[src/rtl/init_pkg.sv]
// Shared types for the memory initialiser: fill pattern select and FSM states.
package init_pkg;

    typedef enum logic [1:0] {MODE_ID, MODE_REV, MODE_CONST, MODE_XOR} fill_mode_t;

    typedef enum {IDLE, FILL, DONE} fill_state_t;

endpackage

[src/rtl/init_fill_if.sv]
// Start handshake plus single-port RAM write bus between a controller and init_fill.
interface init_fill_if import init_pkg::*; #(
    parameter int ADDR_W = 8,
    parameter int DATA_W = 8
) ();

    logic              en;
    logic              rdy;
    fill_mode_t        mode;
    logic [DATA_W-1:0] fill_val;
    logic [ADDR_W-1:0] addr;
    logic [DATA_W-1:0] wrdata;
    logic              wren;
    logic              done;

    modport master (
        output en, mode, fill_val,
        input  rdy, addr, wrdata, wren, done
    );

    modport slave (
        input  en, mode, fill_val,
        output rdy, addr, wrdata, wren, done
    );

endinterface

[src/rtl/init_fill_pattern.sv]
// Combinational fill-word generator: maps a write index to its pattern word.
module init_pattern import init_pkg::*; #(
    parameter int ADDR_W = 8,
    parameter int DATA_W = 8,
    parameter int DEPTH  = 256
) (
    input  logic [ADDR_W-1:0] idx,
    input  fill_mode_t        mode,
    input  logic [DATA_W-1:0] fill_val,
    output logic [DATA_W-1:0] word
);

    localparam logic [ADDR_W-1:0] LAST = ADDR_W'(DEPTH - 1);

    logic [DATA_W-1:0] idx_w;
    logic [DATA_W-1:0] rev_w;

    // Size casts zero-extend or keep the LSBs when DATA_W < ADDR_W.
    always_comb begin
        idx_w = DATA_W'(idx);
        rev_w = DATA_W'(LAST - idx);
        word  = idx_w;
        unique case (mode)
            MODE_ID:    word = idx_w;
            MODE_REV:   word = rev_w;
            MODE_CONST: word = fill_val;
            MODE_XOR:   word = idx_w ^ fill_val;
        endcase
    end

endmodule

[src/rtl/init_fill.sv]
// Memory initialiser: writes DEPTH pattern words from address 0, one per clock, then pulses done.
//
// state | meaning
// IDLE  | rdy high, waiting for en
// FILL  | one RAM write per cycle, addr = cnt
// DONE  | single-cycle done pulse, addr holds DEPTH-1
module init_fill import init_pkg::*; #(
    parameter int ADDR_W = 8,
    parameter int DATA_W = 8,
    parameter int DEPTH  = 256
) (
    input logic        clk,
    input logic        rst_n,
    init_fill_if.slave bus
);

    localparam int               CNT_W = ADDR_W + 1;
    localparam logic [CNT_W-1:0] LAST  = CNT_W'(DEPTH - 1);

    if (DEPTH < 2 || (2 ** ADDR_W) < DEPTH) begin : g_param_err
        $error("init_fill: DEPTH must lie in 2..2**ADDR_W");
    end

    fill_state_t       state, state_nxt;
    logic [CNT_W-1:0]  cnt, cnt_nxt;
    fill_mode_t        mode_q;
    logic [DATA_W-1:0] fill_q;
    logic              start;
    logic              rdy_nxt, wren_nxt, done_nxt;
    fill_mode_t        pat_mode;
    logic [DATA_W-1:0] pat_fill;
    logic [DATA_W-1:0] pat_word;

    always_comb begin
        state_nxt = state;
        cnt_nxt   = cnt;
        rdy_nxt   = 1'b0;
        wren_nxt  = 1'b0;
        done_nxt  = 1'b0;
        start     = 1'b0;
        case (state)
            IDLE: begin
                rdy_nxt = 1'b1;
                if (bus.en) begin
                    start     = 1'b1;
                    state_nxt = FILL;
                    cnt_nxt   = '0;
                    rdy_nxt   = 1'b0;
                    wren_nxt  = 1'b1;
                end
            end
            FILL: begin
                if (cnt == LAST) begin
                    state_nxt = DONE;
                    done_nxt  = 1'b1;
                end else begin
                    cnt_nxt  = cnt + 1'b1;
                    wren_nxt = 1'b1;
                end
            end
            DONE: begin
                state_nxt = IDLE;
                rdy_nxt   = 1'b1;
            end
            default: state_nxt = IDLE;
        endcase
    end

    // The first word is produced on the accepting edge, before mode/fill_val are latched.
    assign pat_mode = start ? bus.mode : mode_q;
    assign pat_fill = start ? bus.fill_val : fill_q;

    init_pattern #(
        .ADDR_W (ADDR_W),
        .DATA_W (DATA_W),
        .DEPTH  (DEPTH)
    ) u_pattern (
        .idx      (cnt_nxt[ADDR_W-1:0]),
        .mode     (pat_mode),
        .fill_val (pat_fill),
        .word     (pat_word)
    );

    always_ff @(posedge clk or negedge rst_n) begin
        if (!rst_n) begin
            state <= IDLE;
        end else begin
            state <= state_nxt;
        end
    end

    always_ff @(posedge clk or negedge rst_n) begin
        if (!rst_n) begin
            cnt        <= '0;
            mode_q     <= MODE_ID;
            fill_q     <= '0;
            bus.rdy    <= 1'b1;
            bus.wren   <= 1'b0;
            bus.done   <= 1'b0;
            bus.addr   <= '0;
            bus.wrdata <= '0;
        end else begin
            cnt      <= cnt_nxt;
            bus.rdy  <= rdy_nxt;
            bus.wren <= wren_nxt;
            bus.done <= done_nxt;
            if (start) begin
                mode_q <= bus.mode;
                fill_q <= bus.fill_val;
            end
            if (wren_nxt) begin
                bus.addr   <= cnt_nxt[ADDR_W-1:0];
                bus.wrdata <= pat_word;
            end
        end
    end

endmodule
[src/flat_wrapper.sv]
// flat-port wrapper written by rule: the top's interface ports become plain ports
module init_fill_flat import init_pkg::*;
#(
    parameter int ADDR_W = 8,
    parameter int DATA_W = 8,
    parameter int DEPTH  = 256
)
  (clk, rst_n, bus_en, bus_mode, bus_fill_val, bus_rdy, bus_addr, bus_wrdata, bus_wren, bus_done);
  init_fill_if #(.ADDR_W(ADDR_W), .DATA_W(DATA_W)) bus_i ();
  input logic clk;
  input logic rst_n;
  input wire logic [$bits(bus_i.en)-1:0] bus_en;
  input wire logic [$bits(bus_i.mode)-1:0] bus_mode;
  input wire logic [$bits(bus_i.fill_val)-1:0] bus_fill_val;
  output wire logic [$bits(bus_i.rdy)-1:0] bus_rdy;
  output wire logic [$bits(bus_i.addr)-1:0] bus_addr;
  output wire logic [$bits(bus_i.wrdata)-1:0] bus_wrdata;
  output wire logic [$bits(bus_i.wren)-1:0] bus_wren;
  output wire logic [$bits(bus_i.done)-1:0] bus_done;
  assign bus_i.en = bus_en;
  assign bus_i.mode = bus_mode;
  assign bus_i.fill_val = bus_fill_val;
  assign bus_rdy = bus_i.rdy;
  assign bus_addr = bus_i.addr;
  assign bus_wrdata = bus_i.wrdata;
  assign bus_wren = bus_i.wren;
  assign bus_done = bus_i.done;
  init_fill #(.ADDR_W(ADDR_W), .DATA_W(DATA_W), .DEPTH(DEPTH)) u_core (.clk(clk), .rst_n(rst_n), .bus(bus_i));
endmodule
[config.mk]
export PLATFORM = sky130hd
export DESIGN_NAME = init_fill_flat
export DESIGN_NICKNAME = d
export VERILOG_FILES = /design/src/rtl/init_pkg.sv /design/src/rtl/init_fill_if.sv /design/src/rtl/init_fill_pattern.sv /design/src/rtl/init_fill.sv /design/src/flat_wrapper.sv
export SDC_FILE = /design/constraint.sdc
export NUM_CORES = 1
export LEC_CHECK = 0
export ABC_AREA = 1
export CAP_MARGIN = 30
export CORE_ASPECT_RATIO = 1.75
export CORE_UTILIZATION = 45
export DETAILED_ROUTE_END_ITERATION = 8
export PLACE_DENSITY_LB_ADDON = 0.12
export SYNTH_ARGS = -nofsm -noshare
export SYNTH_HDL_FRONTEND = slang
export SYNTH_SLANG_ARGS = --single-unit
[constraint.sdc]
create_clock -name clk -period 4.7 [get_ports clk]
set_input_delay 0.47 -clock clk [delete_from_list [all_inputs] [get_ports clk]]
set_output_delay 0.47 -clock clk [all_outputs]
set_load 0.01 [all_outputs]
* Yosys cells after proc, flatten, opt, wreduce, memory -nomap -nowiden
Cells that the tools add are included.
Storage, ports and cells: flip-flop bits (word level) 70, ROM bits 0, logic and storage cells 44, bits in writable memories 0, memories kept 0, latch bits 0, output and inout port bits 19
Operators by class: equal/unequal tests 9, multiplexer cells 17, multipliers 0, shifts and indexed selects 0, add/sub/neg operators 2, bitwise gates (word level) 1, divide/modulo/power cells 0, $lt $le $gt $ge 0, reduce and logical (&&, ||, !) cells 5
Operators with widths (number):
- two-way mux 32 bit | 2
- case mux 32 bit (2 select lines) | 1
- equality test 32 x 1 -> 1 bit (second input constant) | 1
- equality test 32 x 2 -> 1 bit (second input constant) | 1
- zero test 32 bit | 1
- case mux 8 bit (4 select lines) | 1
- two-way mux 9 bit | 2
- case mux 9 bit (2 select lines) | 1
- adder 9 x 1 -> 9 bit (second input constant) | 1
- equality test 9 x 8 -> 1 bit (second input constant) | 1
- two-way mux 8 bit | 1
- subtractor 8 bit (first input constant) | 1
- bitwise XOR 8 bit | 1
- two-way mux 1 bit | 6
- equality test 2 bit (second input constant) | 2
- inequality test 2 bit (second input constant) | 2
- case mux 1 bit (2 select lines) | 2
- AND reduction 3 bit | 1
- equality test 2 x 1 -> 1 bit (second input constant) | 1
- zero test 2 bit | 1
- two-way mux 2 bit | 1
- inequality test 2 x 1 -> 1 bit (second input constant) | 1
- AND reduction 2 bit | 1
- nonzero test 2 bit | 1

* Longest topological paths before layout
depth in word-level cells 5, mapped depth 12, gate-level depth less buffers 12

* Hierarchy
Synthesis repeated with hierarchy kept, for this count alone.
Unflattened totals: cell total of the unflattened synthesis 239, area, all modules 1980.6 sq um
By module, submodules not included:
- init_fill | cells an instance 170, area each 1672.9 sq um, times used 1, seq. area each 1002.2 sq um
- init_pattern | cells an instance 69, area each 307.8 sq um, times used 1, seq. area each 0.0 sq um

* Least setup slack after synthesis
No wires, ideal clock.
path kind register -> register, from register u_core.cnt[0], to register u_core.bus.wrdata[1], setup slack 3.064 ns, library setup time 0.117 ns, cell stages (with the launch flop) 12, clock period less this slack 1.636 ns, data arrival time 1.518 ns, cells stage by stage dfrtp_1 > ha_1 > inv_1 > nor2_8 > nand3_4 > nand2_4 > buf_12 > nand3_2 > nand2_2 > nand3b_1 > nand3_1 > nand2_1
On the way: word-level cells in the longest chain between the ends 5, elaborated cells on any way between the ends 10
Ends and longest elaborated chain:
- start: declaration | line init_fill.sv:25 | logic [CNT_W-1:0] cnt, cnt_nxt;
- start signal: assignment | line init_fill.sv:103 | cnt <= cnt_nxt;
- adder 9 x 1 -> 9 bit or equality test 9 x 8 -> 1 bit (tied branches) | line init_fill.sv:57, init_fill.sv:53
- two-way mux 9 bit (*) | line init_fill.sv:53 | if (cnt == LAST) begin
- case mux 9 bit (2 select lines) (*) | line init_fill.sv:41 | case (state)
- net u_core.cnt_nxt[1] | line init_fill.sv:25
- subtractor 8 bit or bitwise XOR 8 bit (tied branches) | line init_fill_pattern.sv:21, init_fill_pattern.sv:27
- case mux 8 bit (4 select lines) (*) | line init_fill_pattern.sv:23 | unique case (mode)
- end signal: assignment | line init_fill.sv:113 | bus.wrdata <= pat_word;
- end: declaration | line init_fill_if.sv:23 | output rdy, addr, wrdata, wren, done
Mark *: on every way through the listed nets, which the timed path passes. The rest lies on a longest branch. The select of a mux whose other input is x is not followed. A chain may end at the register's enable or synchronous reset.

* Worst setup path in the final report
from input bus_en, to register u_core.bus.wrdata[1]
On the way: word-level cells in the longest chain between the ends 5, elaborated cells on any way between the ends 14
Ends and longest elaborated chain:
- start: declaration | line flat_wrapper.sv:12 | input wire logic [$bits(bus_i.en)-1:0] bus_en;
- branches (longest 5 deep; another with subtractor 8 bit)
Several ways; the timed one is not identified. The select of a mux whose other input is x is not followed.

==> out/qor.yml <==
dr_total_vias: 1619
yosysTopAreaCell: "dfrtp_1"
yosysTopAreaCellShare: 0.4747
slew_viol_final: 0
start_util: 0.4668
grt_pass1_wl_um: 6955
finish.utilization: 0.5580
overflow: 0
antenna_cells: 0
synthCells: 254
cp.arrival_ns: 2.39
hold_slack_ns: 0.2870
cp_slowest_cell: "clkdlybuf4s50_1"
cts_buffer_depth: 2
tightest_slew_ns: 0.8767
placed_cell_area_mm2: 0.002346
p_per_area_mw_per_mm2: 261.4
antenna_left: 0
gp_congestion: 0.8100
cts_tree: "done"
seqPwrFrac: 0.535
synth-edff-count: 0
ys_warn_count: 0
grt_pass1_vias: 1552
crit_chain: "clkdlybuf4s50_1 -> nand2_4 -> nand2_1 -> nand2_1 -> inv_1 -> nand2_1 -> nand2_1 -> nand3b_1 -> nand3_1 -> nand2_1"
setup_viol: 0
dieArea_mm2: 0.004853
portBuffers: 31
gr-usage-met3: 0.04020
ir_worst_vdd_mv: 0.2033
timing.critical_path.mode_cell: "nand2_1"
power.internal_mw: 0.5092
async_flop_share: 1.000
wl_um: 4006
netlist_top_cells_area: "dfrtp_1, nand2_1, inv_1"
clock_skew_ns: 0.005775
postSynthAreaPerCell_um2: 8.093
rows: 32
clkTransAtPathRegs_ns: 0.08
yosysUniqueCellTypes: 27
viasPerCell: 4.818
drive_gt1_frac: 0.1088
synth_common_cells: "nand2_1, dfrtp_1, inv_1, nand3_1, o21ai_0"
worstPathRequired_ns: 4.89
critPathMaxStageDelay_ns: 0.48
path_class: "in2reg"
ys_ff_latch: 40
busiest_layer: "met2"
drc: 0
p_sw_frac: 0.2074
drv_cap: 0
ios: 32
fillerInstances: 427
cts_setup_buffers: 0
finalSetupTns_ns: 0
cts_resized: 0
slew_headroom: 0.4156
timing.fmax_mhz: 453.8
dp_hpwl_um: 2915
die_w_um: 53.09
crit_path_start_kind: "input pin"
cp_top_family: "simple AND/OR/NAND/NOR gates"
stdcell_area_mm2: 0.002457
power_mw: 0.6424
hold_buffers: 0
cts-root-buf: "clkbuf_8"
p_switching_mw: 0.1332
cts_buffers: 5
fin_crit_ns: 2.204
core_area_mm2: 0.004404
cp_max_fo: 24
comb_power_share: 0.026
grt_max_degree: 41
path_buf_inv: 2
fin_nets: 298
synth_fp_nets: 268
use_met2: 0.3502
p_leak_nw: 1.243
numClockSinks: 40
ys.flop_type: "dfrtp_1"
clk_latency_ns: 0.30
avgRoutedWirePerCell_um: 11.92
htreeDepth: 2
fin_crit_sh: 0.4688
met1_usage: 0.2178
drt_iter0_drc: 28
die_h_um: 91.41
hold_violations: 0
syn-cell-area_mm2: 0.002056
synthMostInstantiatedCell: "nand2_1"
min_path_type: "in2async"
first_pass_iters: 4
ys_seq_area_frac: 0.4875
run_status: "finished, final reports clean"
endpoint_kind: "flop"
p_clk_frac: 0.439
rsz0062_at_grt: "false"
grt_use_total: 0.1999
areaGrowthSynthToFinish_pct: 19.54
grt_antenna_before_repair: 0
[power by group through the flow]
stage | Combinational (mW) | Clock, mW | Sequential (mW)
2_1_floorplan | 0.00000769 | 0 | 0.351
3_3_place_gp | 0.0172 | 0 | 0.351
3_5_place_dp | 0.0174 | 0 | 0.351
4_1_cts | 0.0174 | 0.293 | 0.344
5_1_grt | 0.0189 | 0.308 | 0.344
6_report | 0.0164 | 0.282 | 0.344
[worst reg2reg max path, stage by stage, from the launching register on]
cell and delay (ns):
dfrtp_1 0.50, ha_1 0.26, inv_1 0.12, nor2_8 0.16
nand3_4 0.11, nand2_4 0.17, nand2_2 0.22, inv_2 0.32
nand2_1 0.08, o21ai_0 0.08
[sequential cells by signal (all words and copies together), names as in the netlist]
signal             count
u_core.bus.rdy         1
u_core.cnt             9
u_core.bus.wren        1
u_core.bus.wrdata      8
u_core.mode_q          2
u_core.fill_q          8
u_core.state           2
u_core.bus.addr        8
u_core.bus.done        1
[logic make-up (layout without fill, tap and decap cells)]
group / count (synthesis) / in the layout / synth area share
AND/OR/NAND/NOR: 150 / 150 / 0.3463
buffers and inverters: 43 / 74 / 0.1023
flip-flops: 40 / 40 / 0.4875
AO/OA/AOI/OAI: 19 / 19 / 0.05356
adder cells (fa/ha/maj): 1 / 1 / 0.006085
XOR/XNOR: 1 / 1 / 0.004261
[through the flow]
stage | std cells | setup slack (ns)
6_report | 336 | 2.496
4_1_cts | 336 | 2.482
3_5_place_dp | 328 | 2.149
5_1_grt | 336 | 2.255
3_3_place_gp | 328 | 2.241
2_1_floorplan | 254 | 3.064
[final timing paths]
| path | from | to | slack (ns) | cells past startpoint |
|---|---|---|---|---|
| hold / removal | rst_n | u_core.bus.addr[2] | 0.29 | 1 |
| hold reg to reg | u_core.bus.addr[1] | u_core.bus.addr[1] | 0.47 | 2 |
| max in group asynchronous | rst_n | u_core.bus.addr[7] | 3.86 | 1 |
| setup reg to reg | u_core.cnt[0] | u_core.bus.addr[0] | 2.60 | 9 |
| setup / recovery | bus_en | u_core.bus.wrdata[1] | 2.50 | 10 |
| min in group clk | u_core.bus.addr[1] | u_core.bus.addr[1] | 0.47 | 2 |
[routing by layer]
layer | share of wire | vias up | wire length [um]
met3 | 0.022 | 8 | 88
li1 | - | 839 | -
met1 | 0.40 | 741 | 1622
met5 | 0 | - | 0
met4 | 0.024 | 0 | 95
met2 | 0.55 | 31 | 2200
[final cells by class]
class	instances	area [um2]	share of cell area
clock buffer	5	68.82	0.02800
sequential	40	1002	0.4078
clock inverter	3	42.54	0.01731
inverter	35	131.4	0.05346
multi-input combinational	171	843.3	0.3432
timing repair buffer	31	305.3	0.1242
tap	51	63.81	0.02597
[cell usage in the layout, fill, tap and decap left out]
cell and n:
nand3_2 3, clkinv_2 1, clkbuf_8 5, nor2_2 2, nand2_4 4, xnor2_1 1, nand3_4 1, clkdlybuf4s50_1 30
a21oi_1 1, nand2_1 104, nand2_2 5, nor2_1 3, dfrtp_1 39, inv_1 33, nand4_1 4, inv_2 2
nor2_4 1, nor2_8 1, o21ai_4 1, bufinv_16 1, o21ai_1 7, nand3_1 19, buf_2 1, dfstp_2 1
nand3b_1 3, o21ai_2 1, clkinvlp_4 1, o21ai_0 9, ha_1 1
Note: power is estimated with default switching activity, not from simulation.
